**src/rtl/result_tx_sequencer_if.sv**
```systemverilog
// Bus bundle between the result sequencer, the result buffer read port,
// the UART TX core and the controlling start/done logic.
interface result_tx_sequencer_if #(
    parameter int NUM_WORDS  = 1024,
    parameter int WORD_BYTES = 1
);
    localparam int AW = $clog2(NUM_WORDS);
    localparam int LW = AW + 1;

    logic                    start;
    logic [LW-1:0]           length;
    logic                    abort;
    logic [AW-1:0]           rd_addr;
    logic                    rd_en;
    logic [8*WORD_BYTES-1:0] rd_data;
    logic [7:0]              tx_data;
    logic                    tx_start;
    logic                    tx_busy;
    logic                    busy;
    logic                    done;

    modport master (
        input  start, length, abort, rd_data, tx_busy,
        output rd_addr, rd_en, tx_data, tx_start, busy, done
    );

    modport slave (
        output start, length, abort, rd_data, tx_busy,
        input  rd_addr, rd_en, tx_data, tx_start, busy, done
    );
endinterface

```
**src/rtl/result_tx_sequencer.sv**
```systemverilog
// Streams result buffer words out through the UART, one byte at a time,
// with run-time length, selectable byte order, abort and busy/done status.
module result_tx_sequencer #(
    parameter int NUM_WORDS  = 1024,
    parameter int WORD_BYTES = 1,
    parameter int MSB_FIRST  = 0
) (
    input  logic                  clk,
    input  logic                  rst_n,
    result_tx_sequencer_if.master bus
);
    localparam int AW = $clog2(NUM_WORDS);
    localparam int LW = AW + 1;
    localparam int DW = 8 * WORD_BYTES;
    localparam int BW = (WORD_BYTES > 1) ? $clog2(WORD_BYTES) : 1;

    typedef enum logic [2:0] {
        S_IDLE,
        S_FETCH,
        S_LATCH,
        S_SEND,
        S_HOLD,
        S_DRAIN,
        S_DONE
    } state_t;

    state_t          state_q;
    logic [LW-1:0]   len_q;
    logic [AW-1:0]   word_q;
    logic [BW-1:0]   byte_q;
    logic [DW-1:0]   shreg_q;
    logic [AW-1:0]   rd_addr_q;
    logic            rd_en_q;
    logic [7:0]      tx_data_q;
    logic            tx_start_q;
    logic            busy_q;
    logic            done_q;

    logic [LW-1:0]   len_d;
    logic [7:0]      byte_d;
    logic            last_byte_d;
    logic            more_words_d;
    int unsigned     idx_d;

    // Clamp the requested length, pick the outgoing byte, and find transfer edges.
    always_comb begin
        len_d = bus.length;
        if (bus.length > LW'(NUM_WORDS)) begin
            len_d = LW'(NUM_WORDS);
        end
        idx_d = (MSB_FIRST != 0) ? (WORD_BYTES - 1 - int'(byte_q))
                                 : int'(byte_q);
        byte_d       = shreg_q[8*idx_d +: 8];
        last_byte_d  = (int'(byte_q) == WORD_BYTES - 1);
        more_words_d = ((LW'(word_q) + LW'(1)) < len_q);
    end

    // Transfer FSM with all outputs registered; abort overrides everything.
    always_ff @(posedge clk or negedge rst_n) begin
        if (!rst_n) begin
            state_q    <= S_IDLE;
            len_q      <= '0;
            word_q     <= '0;
            byte_q     <= '0;
            shreg_q    <= '0;
            rd_addr_q  <= '0;
            rd_en_q    <= 1'b0;
            tx_data_q  <= '0;
            tx_start_q <= 1'b0;
            busy_q     <= 1'b0;
            done_q     <= 1'b0;
        end else if (state_q != S_IDLE && bus.abort) begin
            state_q    <= S_IDLE;
            word_q     <= '0;
            byte_q     <= '0;
            rd_addr_q  <= '0;
            rd_en_q    <= 1'b0;
            tx_start_q <= 1'b0;
            busy_q     <= 1'b0;
            done_q     <= 1'b0;
        end else begin
            unique case (state_q)
                S_IDLE: begin
                    done_q <= 1'b0;
                    if (bus.start && !bus.abort) begin
                        len_q     <= len_d;
                        busy_q    <= 1'b1;
                        word_q    <= '0;
                        byte_q    <= '0;
                        rd_addr_q <= '0;
                        rd_en_q   <= (len_d != '0);
                        state_q   <= S_FETCH;
                    end
                end
                S_FETCH: begin
                    rd_en_q <= 1'b0;
                    if (len_q == '0) begin
                        busy_q  <= 1'b0;
                        done_q  <= 1'b1;
                        state_q <= S_DONE;
                    end else begin
                        state_q <= S_LATCH;
                    end
                end
                S_LATCH: begin
                    shreg_q <= bus.rd_data;
                    byte_q  <= '0;
                    state_q <= S_SEND;
                end
                S_SEND: begin
                    if (!bus.tx_busy) begin
                        tx_data_q  <= byte_d;
                        tx_start_q <= 1'b1;
                        state_q    <= S_HOLD;
                    end
                end
                S_HOLD: begin
                    tx_start_q <= 1'b0;
                    state_q    <= S_DRAIN;
                end
                S_DRAIN: begin
                    if (!bus.tx_busy) begin
                        if (!last_byte_d) begin
                            byte_q  <= byte_q + BW'(1);
                            state_q <= S_SEND;
                        end else if (more_words_d) begin
                            word_q    <= word_q + AW'(1);
                            rd_addr_q <= word_q + AW'(1);
                            rd_en_q   <= 1'b1;
                            state_q   <= S_FETCH;
                        end else begin
                            busy_q  <= 1'b0;
                            done_q  <= 1'b1;
                            state_q <= S_DONE;
                        end
                    end
                end
                S_DONE: begin
                    done_q  <= 1'b0;
                    state_q <= S_IDLE;
                end
                default: begin
                    state_q <= S_IDLE;
                end
            endcase
        end
    end

    assign bus.rd_addr  = rd_addr_q;
    assign bus.rd_en    = rd_en_q;
    assign bus.tx_data  = tx_data_q;
    assign bus.tx_start = tx_start_q;
    assign bus.busy     = busy_q;
    assign bus.done     = done_q;
endmodule

```
**src/flat_wrapper.sv**
```systemverilog
// flat-port wrapper written by rule: the top's interface ports become plain ports
module result_tx_sequencer_flat 
#(
    parameter int NUM_WORDS  = 1024,
    parameter int WORD_BYTES = 1,
    parameter int MSB_FIRST  = 0
)
  (clk, rst_n, bus_start, bus_length, bus_abort, bus_rd_data, bus_tx_busy, bus_rd_addr, bus_rd_en, bus_tx_data, bus_tx_start, bus_busy, bus_done);
  result_tx_sequencer_if #(.NUM_WORDS(NUM_WORDS), .WORD_BYTES(WORD_BYTES)) bus_i ();
  input  logic clk;
  input  logic rst_n;
  input wire logic [$bits(bus_i.start)-1:0] bus_start;
  input wire logic [$bits(bus_i.length)-1:0] bus_length;
  input wire logic [$bits(bus_i.abort)-1:0] bus_abort;
  input wire logic [$bits(bus_i.rd_data)-1:0] bus_rd_data;
  input wire logic [$bits(bus_i.tx_busy)-1:0] bus_tx_busy;
  output wire logic [$bits(bus_i.rd_addr)-1:0] bus_rd_addr;
  output wire logic [$bits(bus_i.rd_en)-1:0] bus_rd_en;
  output wire logic [$bits(bus_i.tx_data)-1:0] bus_tx_data;
  output wire logic [$bits(bus_i.tx_start)-1:0] bus_tx_start;
  output wire logic [$bits(bus_i.busy)-1:0] bus_busy;
  output wire logic [$bits(bus_i.done)-1:0] bus_done;
  assign bus_i.start = bus_start;
  assign bus_i.length = bus_length;
  assign bus_i.abort = bus_abort;
  assign bus_i.rd_data = bus_rd_data;
  assign bus_i.tx_busy = bus_tx_busy;
  assign bus_rd_addr = bus_i.rd_addr;
  assign bus_rd_en = bus_i.rd_en;
  assign bus_tx_data = bus_i.tx_data;
  assign bus_tx_start = bus_i.tx_start;
  assign bus_busy = bus_i.busy;
  assign bus_done = bus_i.done;
  result_tx_sequencer #(.NUM_WORDS(NUM_WORDS), .WORD_BYTES(WORD_BYTES), .MSB_FIRST(MSB_FIRST)) u_core (.clk(clk), .rst_n(rst_n), .bus(bus_i));
endmodule
```
**config.mk**
```make
export PLATFORM = sky130hd
export DESIGN_NAME = result_tx_sequencer_flat
export DESIGN_NICKNAME = d
export VERILOG_FILES = /design/src/rtl/result_tx_sequencer_if.sv /design/src/rtl/result_tx_sequencer.sv /design/src/flat_wrapper.sv
export SDC_FILE = /design/constraint.sdc
export NUM_CORES = 1
export LEC_CHECK = 0
export ABC_AREA = 1
export BUFFER_PORTS_ARGS = -buffer_cell sky130_fd_sc_hd__buf_2
export CORE_MARGIN = 3
export CORE_UTILIZATION = 40
export DETAILED_ROUTE_END_ITERATION = 8
export PLACE_DENSITY = 0.68
export SLEW_MARGIN = 20
export SYNTH_ARGS = -nofsm -noshare
export SYNTH_HDL_FRONTEND = slang
export SYNTH_SLANG_ARGS = --single-unit
```
**constraint.sdc**
```tcl
create_clock -name clk -period 5.7 [get_ports clk]
set_input_delay 1.71 -clock clk [delete_from_list [all_inputs] [get_ports clk]]
set_output_delay 1.71 -clock clk [all_outputs]
set_load 0.005 [all_outputs]
```
==> reports/metrics.cfg, run 1 <==
[cts]
clk_latency_ns = 0.30
ctsRootBufferMaster = clkbuf_8
clk_pin_slew_worst_paths_ns = 0.09
cts_buffer_depth = 2
cts_tree = yes
cts_num_sinks = 44
cts_setup_buffers = 0
numCtsBuffers = 5
ctsResizeCount = 0
ctsHoldBuffers = 0
cts.htree.levels = 2

[placement]
dp_hpwl_um = 4410
routabilityCongestion = 0.913
port_buffers = 45

[worst_hold_path]
worst_hold_path_type = reg2reg
min-delay-start = u_core.bus.busy

[setup_path]
crit_slowest_cell = dfrtp_1
critical_path_required_ns = 5.90
cp-startpoint = u_core.bus.rd_addr[0]
worst-path-max-fanout = 12
cp_cell_sequence = ha_1 > nand3_1 > inv_1 > nand2_1 > o21bai_1 > nand2_1 > inv_1 > ha_1 > nand2_1 > inv_1 > nand2_1 > nand2_1 > nand2_1 > nand3_1 > nand2_1 > nand3_2 > nand2_1 > nand2_1
criticalPathCategory = reg2reg
worstSetupStartpointType = flip-flop
crit_top_cell = nand2_1
r2r_start = u_core.bus.rd_addr[0]
cp.arrival_ns = 3.22
worstSetupEndpointType = flip-flop
critical_path.max_stage_delay_ns = 0.53

[grt]
grt_remaining_overflow = 0
grt_max_degree = 45
grt_pass1_vias = 2114
antenna_found_initial = 0
grt_pass1_wl_um = 9670
track_usage_pct = 16.3

[cells_and_area]
num-nets-final = 415
n_antenna_cell = 0
drive_gt1_share_pct = 19.7
area_growth_pct = 14.9

[timing]
final_hold_viol_count = 0
setup_viol = 0
drv_slew = 0
hold_ws_ns = 0.480
final.setup_skew_ns = 0.00703
relSlewSlack_pct = 54.7
tightest_slew_ns = 0.677
tns_ns = 0
post-route-period-util_pct = 53.0
rsz0062_at_grt = no
finalWorstPathRequiredPeriod_ns = 3.02
fmax_mhz = 331

[synthesis]
synthTopCellsByArea = dfrtp_1 (43%), nand2_1 (14%), inv_1 (7.7%)
syn_inst = 335
yosys-top-cells-count = nand2_1 (95), inv_1 (53), dfrtp_1 (44)
synthesis.area_mm2 = 0.00258
ys_seq_area_share_pct = 42.7
synth-seq-cells = 44
ys_async_sr_fraction_pct = 100
yosys.area.top_type = dfrtp_1
synth.most_common_cell = nand2_1
synth_ff_type = dfrtp_1
synth_top_area_share_pct = 42.7
synth.avg_cell_area_um2 = 7.70
synth-edff-count = 0
synth_nets = 370
yosys_warnings = 0
ys_types = 29

[power_and_ir_drop]
vdd_drop_max_mv = 0.161
p_per_area_mw_per_mm2 = 412
leakage_nw = 1.67

[detailed_routing]
drtIter0Drc = 121
drc = 0
viasPerCell = 5.01
vias = 2283
dr.pass1.iters = 4
wl_um = 5750
ant_nets = 0
wl_per_cell_um = 12.6

[die]
initial_core_util_pct = 42.3
die_h_um = 86.3
rows = 28
dieArea_mm2 = 0.00745
io_pins = 46
core_area_mm2 = 0.00610
fp.dieW_um = 86.3

[run_status]
run_status = finished, final reports clean

[job]
maxCapViolCount = 0

==> flip-flops by register name (all words and copies together), names as in the netlist <==
signal / cells
u_core.len_q: 11
u_core.bus.rd_addr: 10
u_core.bus.tx_data: 8
u_core.shreg_q: 8
u_core.state_q: 3
u_core.bus.busy: 1
u_core.bus.done: 1
u_core.bus.rd_en: 1
u_core.bus.tx_start: 1
==> layer usage <==
metal / up-vias / GRT usage [%] / wire length (um) / share of wire, %
li1: 1164 / - / - / -
met1: 1061 / 22.4 / 2780 / 48
met2: 51 / 25.6 / 2610 / 45
met3: 7 / 3.90 / 292 / 5.1
met4: 0 / 4.82 / 65 / 1.1
met5: - / 0 / 0 / 0
==> power by group <==
group / switching [mW] / internal, mW
Clock: 0.116 / 0.132
Sequential: 0.0560 / 0.421
Combinational: 0.316 / 0.179
Total: 0.488 / 0.731
==> worst max-delay path: cells and delay by family, from the launching register on <==
family                     cells  cell delay (ns)
DFF                            1             0.53
AOI/OAI and AO/OA              1             0.15
buffers and inverters          3             0.28
adders and majority gates      2             0.49
and+or+nand+nor               12             1.45
==> cell usage in the layout, fill, tap and decap left out, types with 2 or more instances in the layout <==
master,Yosys,layout
a21oi_1,14,14
buf_2,3,44
clkbuf_8,0,5
dfrtp_1,44,44
ha_1,11,11
inv_1,53,53
inv_2,2,2
nand2_1,95,95
nand2_2,4,4
nand3_1,19,19
nand3_2,2,2
nand4_1,17,17
nor2_1,27,27
nor2_4,2,2
nor3_1,2,2
o21ai_0,7,7
o21ai_2,8,8
o21bai_1,3,3
o22ai_1,7,7
xor2_1,3,3
==> area by class of cell <==
class | instances | area, um2
clock buffers | 5 | 68.8
clock inverters | 3 | 46.3
fillers | 611 | 3130
inverters | 55 | 206
multi-input cells | 229 | 1220
flip-flops and latches | 44 | 1100
well taps | 75 | 93.8
repair buffers | 45 | 228
==> per-stage QoR <==
step	instance area [um2]	worst slack (ns)	power, mW	util (%)	std cells
3_3_place_gp	2850	2.81	0.967	46.7	448
3_5_place_dp	2850	2.71	0.981	46.7	448
4_1_cts	2960	2.68	1.23	48.6	456
6_report	2960	2.68	1.22	48.6	456
2_1_floorplan	2580	3.19	0.848	-	335
5_1_grt	2960	2.30	1.33	48.6	456
==> path summary, 6_finish.rpt <==
check / end / slack (ns) / cells past startpoint
setup / recovery: u_core.bus.rd_addr[8] / 2.68 / 18
setup reg to reg: u_core.bus.rd_addr[8] / 2.68 / 18
max in group asynchronous: u_core.len_q[2] / 3.91 / 1
hold / removal: u_core.bus.busy / 0.48 / 2
min in group asynchronous: u_core.bus.tx_data[5] / 1.39 / 1
hold reg to reg: u_core.bus.busy / 0.48 / 2
==> logic make-up after synthesis <==
kind of cell	after synthesis	share of synthesized area [%]
flops	44	42.7
buf+inv	62	10.0
fa+ha+maj	11	5.34
simple gates	173	30.6
xor+xnor	4	1.36
compound gates	41	9.95
Power figures use the tool's default switching activity.
==> run 2, diff against run 1 <==
==> constraint.sdc (replaced) <==
create_clock -name clk -period 3.05 [get_ports clk]
set_input_delay 0.915 -clock clk [delete_from_list [all_inputs] [get_ports clk]]
set_output_delay 0.915 -clock clk [all_outputs]
set_load 0.005 [all_outputs]
==> run 2 against run 1 <==
  * Cell count up 0.66%
  * Utilization up 0.33 points
  * Cell area up 0.68%
  * Highest routed layer unchanged
  * Wire length up 1.3%
  * Critical endpoint is now u_core.bus.rd_addr[3]
  * Via count up 1.3%
  * Worst setup slack worse by 2.2 ns
==> reports/metrics.cfg, run 2 (synthesis gave the netlist of run 1 again) <==
[cells_and_area]
drive_gt1_share_pct = 20.3  ; +0.63 points
final_cell_area_mm2 = 0.00298  ; +0.68%
final_cell_count_no_fill = 459  ; +0.66%
area_growth_pct = 15.7
num-nets-final = 418  ; +0.72%
largest_reg_flops = 11  ; unchanged
n_antenna_cell = 0  ; unchanged
layout_common_cells = nand2_1 (95), inv_1 (53), buf_2 (45), dfrtp_1 (44), nor2_1 (27)
largest-register = u_core.len_q
final_common_cell = nand2_1
fillers = 634  ; +3.8%

[cts]
clk_pin_slew_worst_paths_ns = 0.09  ; about the same
cts_buffer_depth = 2  ; unchanged
numCtsBuffers = 5  ; unchanged
ctsResizeCount = 0  ; unchanged
cts_num_sinks = 44  ; unchanged
ctsRootBufferMaster = clkbuf_8
cts_tree = yes
cts_setup_buffers = 0  ; unchanged
clk_latency_ns = 0.30  ; about the same
ctsHoldBuffers = 0  ; unchanged
cts.htree.levels = 2  ; unchanged

[placement]
placedCellCount = 451  ; +0.67%
dp_hpwl_um = 4490  ; +1.8%
routabilityCongestion = 0.894  ; -2.1%
port_buffers = 45  ; unchanged
place_area_mm2 = 0.00287  ; +0.79%

[timing]
finalWorstPathRequiredPeriod_ns = 2.59  ; -0.436 ns
final_hold_viol_count = 0  ; unchanged
post-route-period-util_pct = 84.8  ; +32 points
final.setup_skew_ns = 0.00621  ; -0.000822 ns
fmax_mhz = 387  ; +17%
hold_ws_ns = 0.476  ; -0.00416 ns
relSlewSlack_pct = 53.1  ; -1.6 points
tns_ns = 0  ; unchanged
setup_viol = 0  ; unchanged
tightest_slew_ns = 0.701  ; +0.0234 ns
rsz0062_at_grt = no
drv_slew = 0  ; unchanged

[grt]
track_usage_pct = 16.7  ; +0.43 points
grt_pass1_wl_um = 10000  ; +3.4%
antenna_found_initial = 0  ; unchanged
grt_remaining_overflow = 0  ; unchanged
grt_max_degree = 23  ; -49%
grt_pass1_vias = 2143  ; +1.4%

[setup_path]
worstSetupStartpointType = flip-flop
cp.arrival_ns = 2.78  ; -0.44 ns
worst-path-max-fanout = 10  ; -2
rr_worst_depth = 18  ; unchanged
worstSetupEndpointType = flip-flop
criticalPathCategory = reg2reg
critical_path_required_ns = 3.25  ; -2.65 ns
cp_cell_sequence = ha_1 > nand3_1 > inv_1 > nand2_1 > o21bai_1 > nand2_1 > inv_1 > ha_1 > nand2_1 > inv_1 > nand2_1 > nand2_1 > nand2_1 > nand3_1 > nand2_1 > nand3_2 > nand2_1 > nand2_1
crit_slowest_cell = dfrtp_1
crit_top_cell = nand2_1
critical_path.max_stage_delay_ns = 0.49  ; -0.04 ns

[die]
dieArea_mm2 = 0.00745  ; unchanged
fp.dieW_um = 86.3  ; unchanged
io_pins = 46  ; unchanged
die_h_um = 86.3  ; unchanged
rows = 28  ; unchanged
core_area_mm2 = 0.00610  ; unchanged
initial_core_util_pct = 42.3  ; unchanged

[detailed_routing]
drtIter0Drc = 137  ; +13%
drc = 0  ; unchanged
ant_nets = 0  ; unchanged
viasPerCell = 5.04  ; +0.61%
wl_um = 5830  ; +1.3%
dr.pass1.iters = 4  ; unchanged
vias = 2312  ; +1.3%
wl_per_cell_um = 12.7  ; +0.68%

[power_and_ir_drop]
p_per_area_mw_per_mm2 = 765  ; +86%
vdd_drop_max_mv = 0.383  ; +140%
leakage_nw = 1.69  ; +0.77%

[worst_hold_path]
worst_hold_path_type = reg2reg
holdPathStages = 2  ; unchanged

[job]
maxCapViolCount = 0  ; unchanged

[run_status]
run_status = finished, final reports clean

## run 2: changes by cell type in the layout (fill, tap and decap cells not counted), sizes merged
cell  before  now
buf       45   48
## run 2: final cells by class
class                   instances  area (um2)  area share (%)
clock buffers                   5        68.8            2.31
clock inverters                 3        46.3            1.55
inverters                      55         206            6.92
multi-input cells             229        1220            40.9
flip-flops and latches         44        1100            36.9
well taps                      75        93.8            3.15
repair buffers                 48         248            8.31
## run 2: layer usage
metal,track usage (%),up-vias,part of all wire (%)
li1,-,1178,-
met3,3.42,10,5.1
met4,5.24,0,1.6
met5,0,-,0
met2,25.9,53,45
met1,23.6,1071,48
## run 2: through the flow
stage	utilization (%)	worst slack (ns)	power [mW]
CTS	48.9	0.480	2.31
floorplan	-	0.832	1.58
global route	48.9	0.243	2.50
detailed placement	47.0	0.494	1.84
global placement	47.0	0.636	1.81
finish	48.9	0.463	2.28
## run 2: path summary, 6_finish.rpt
path | startpoint | endpoint | slack, ns
min in group asynchronous | rst_n | u_core.bus.tx_data[4] | 0.54
worst min-delay path | u_core.bus.busy | u_core.bus.busy | 0.48
worst max register to register | u_core.bus.rd_addr[0] | u_core.bus.rd_addr[3] | 0.46
worst max-delay path | u_core.bus.rd_addr[0] | u_core.bus.rd_addr[3] | 0.46
worst min register to register | u_core.bus.busy | u_core.bus.busy | 0.48
max in group asynchronous | rst_n | u_core.bus.rd_addr[6] | 1.97
## run 2: where the power goes
| part | leakage, nW | switching, mW | internal (mW) | total (mW) |
|---|---|---|---|---|
| registers | 0.560 | 0.101 | 0.786 | 0.887 |
| logic | 1.07 | 0.599 | 0.336 | 0.935 |
| clock network | 0.0548 | 0.214 | 0.247 | 0.461 |
| total | 1.69 | 0.915 | 1.37 | 2.28 |
## run 2: worst max-delay path: cells and delay by family (launching register included)
kind	cells	cell delay, ns
compound gates	1	0.12
fa+ha+maj	2	0.47
buf+inv	3	0.23
flops	1	0.49
simple gates	12	1.14
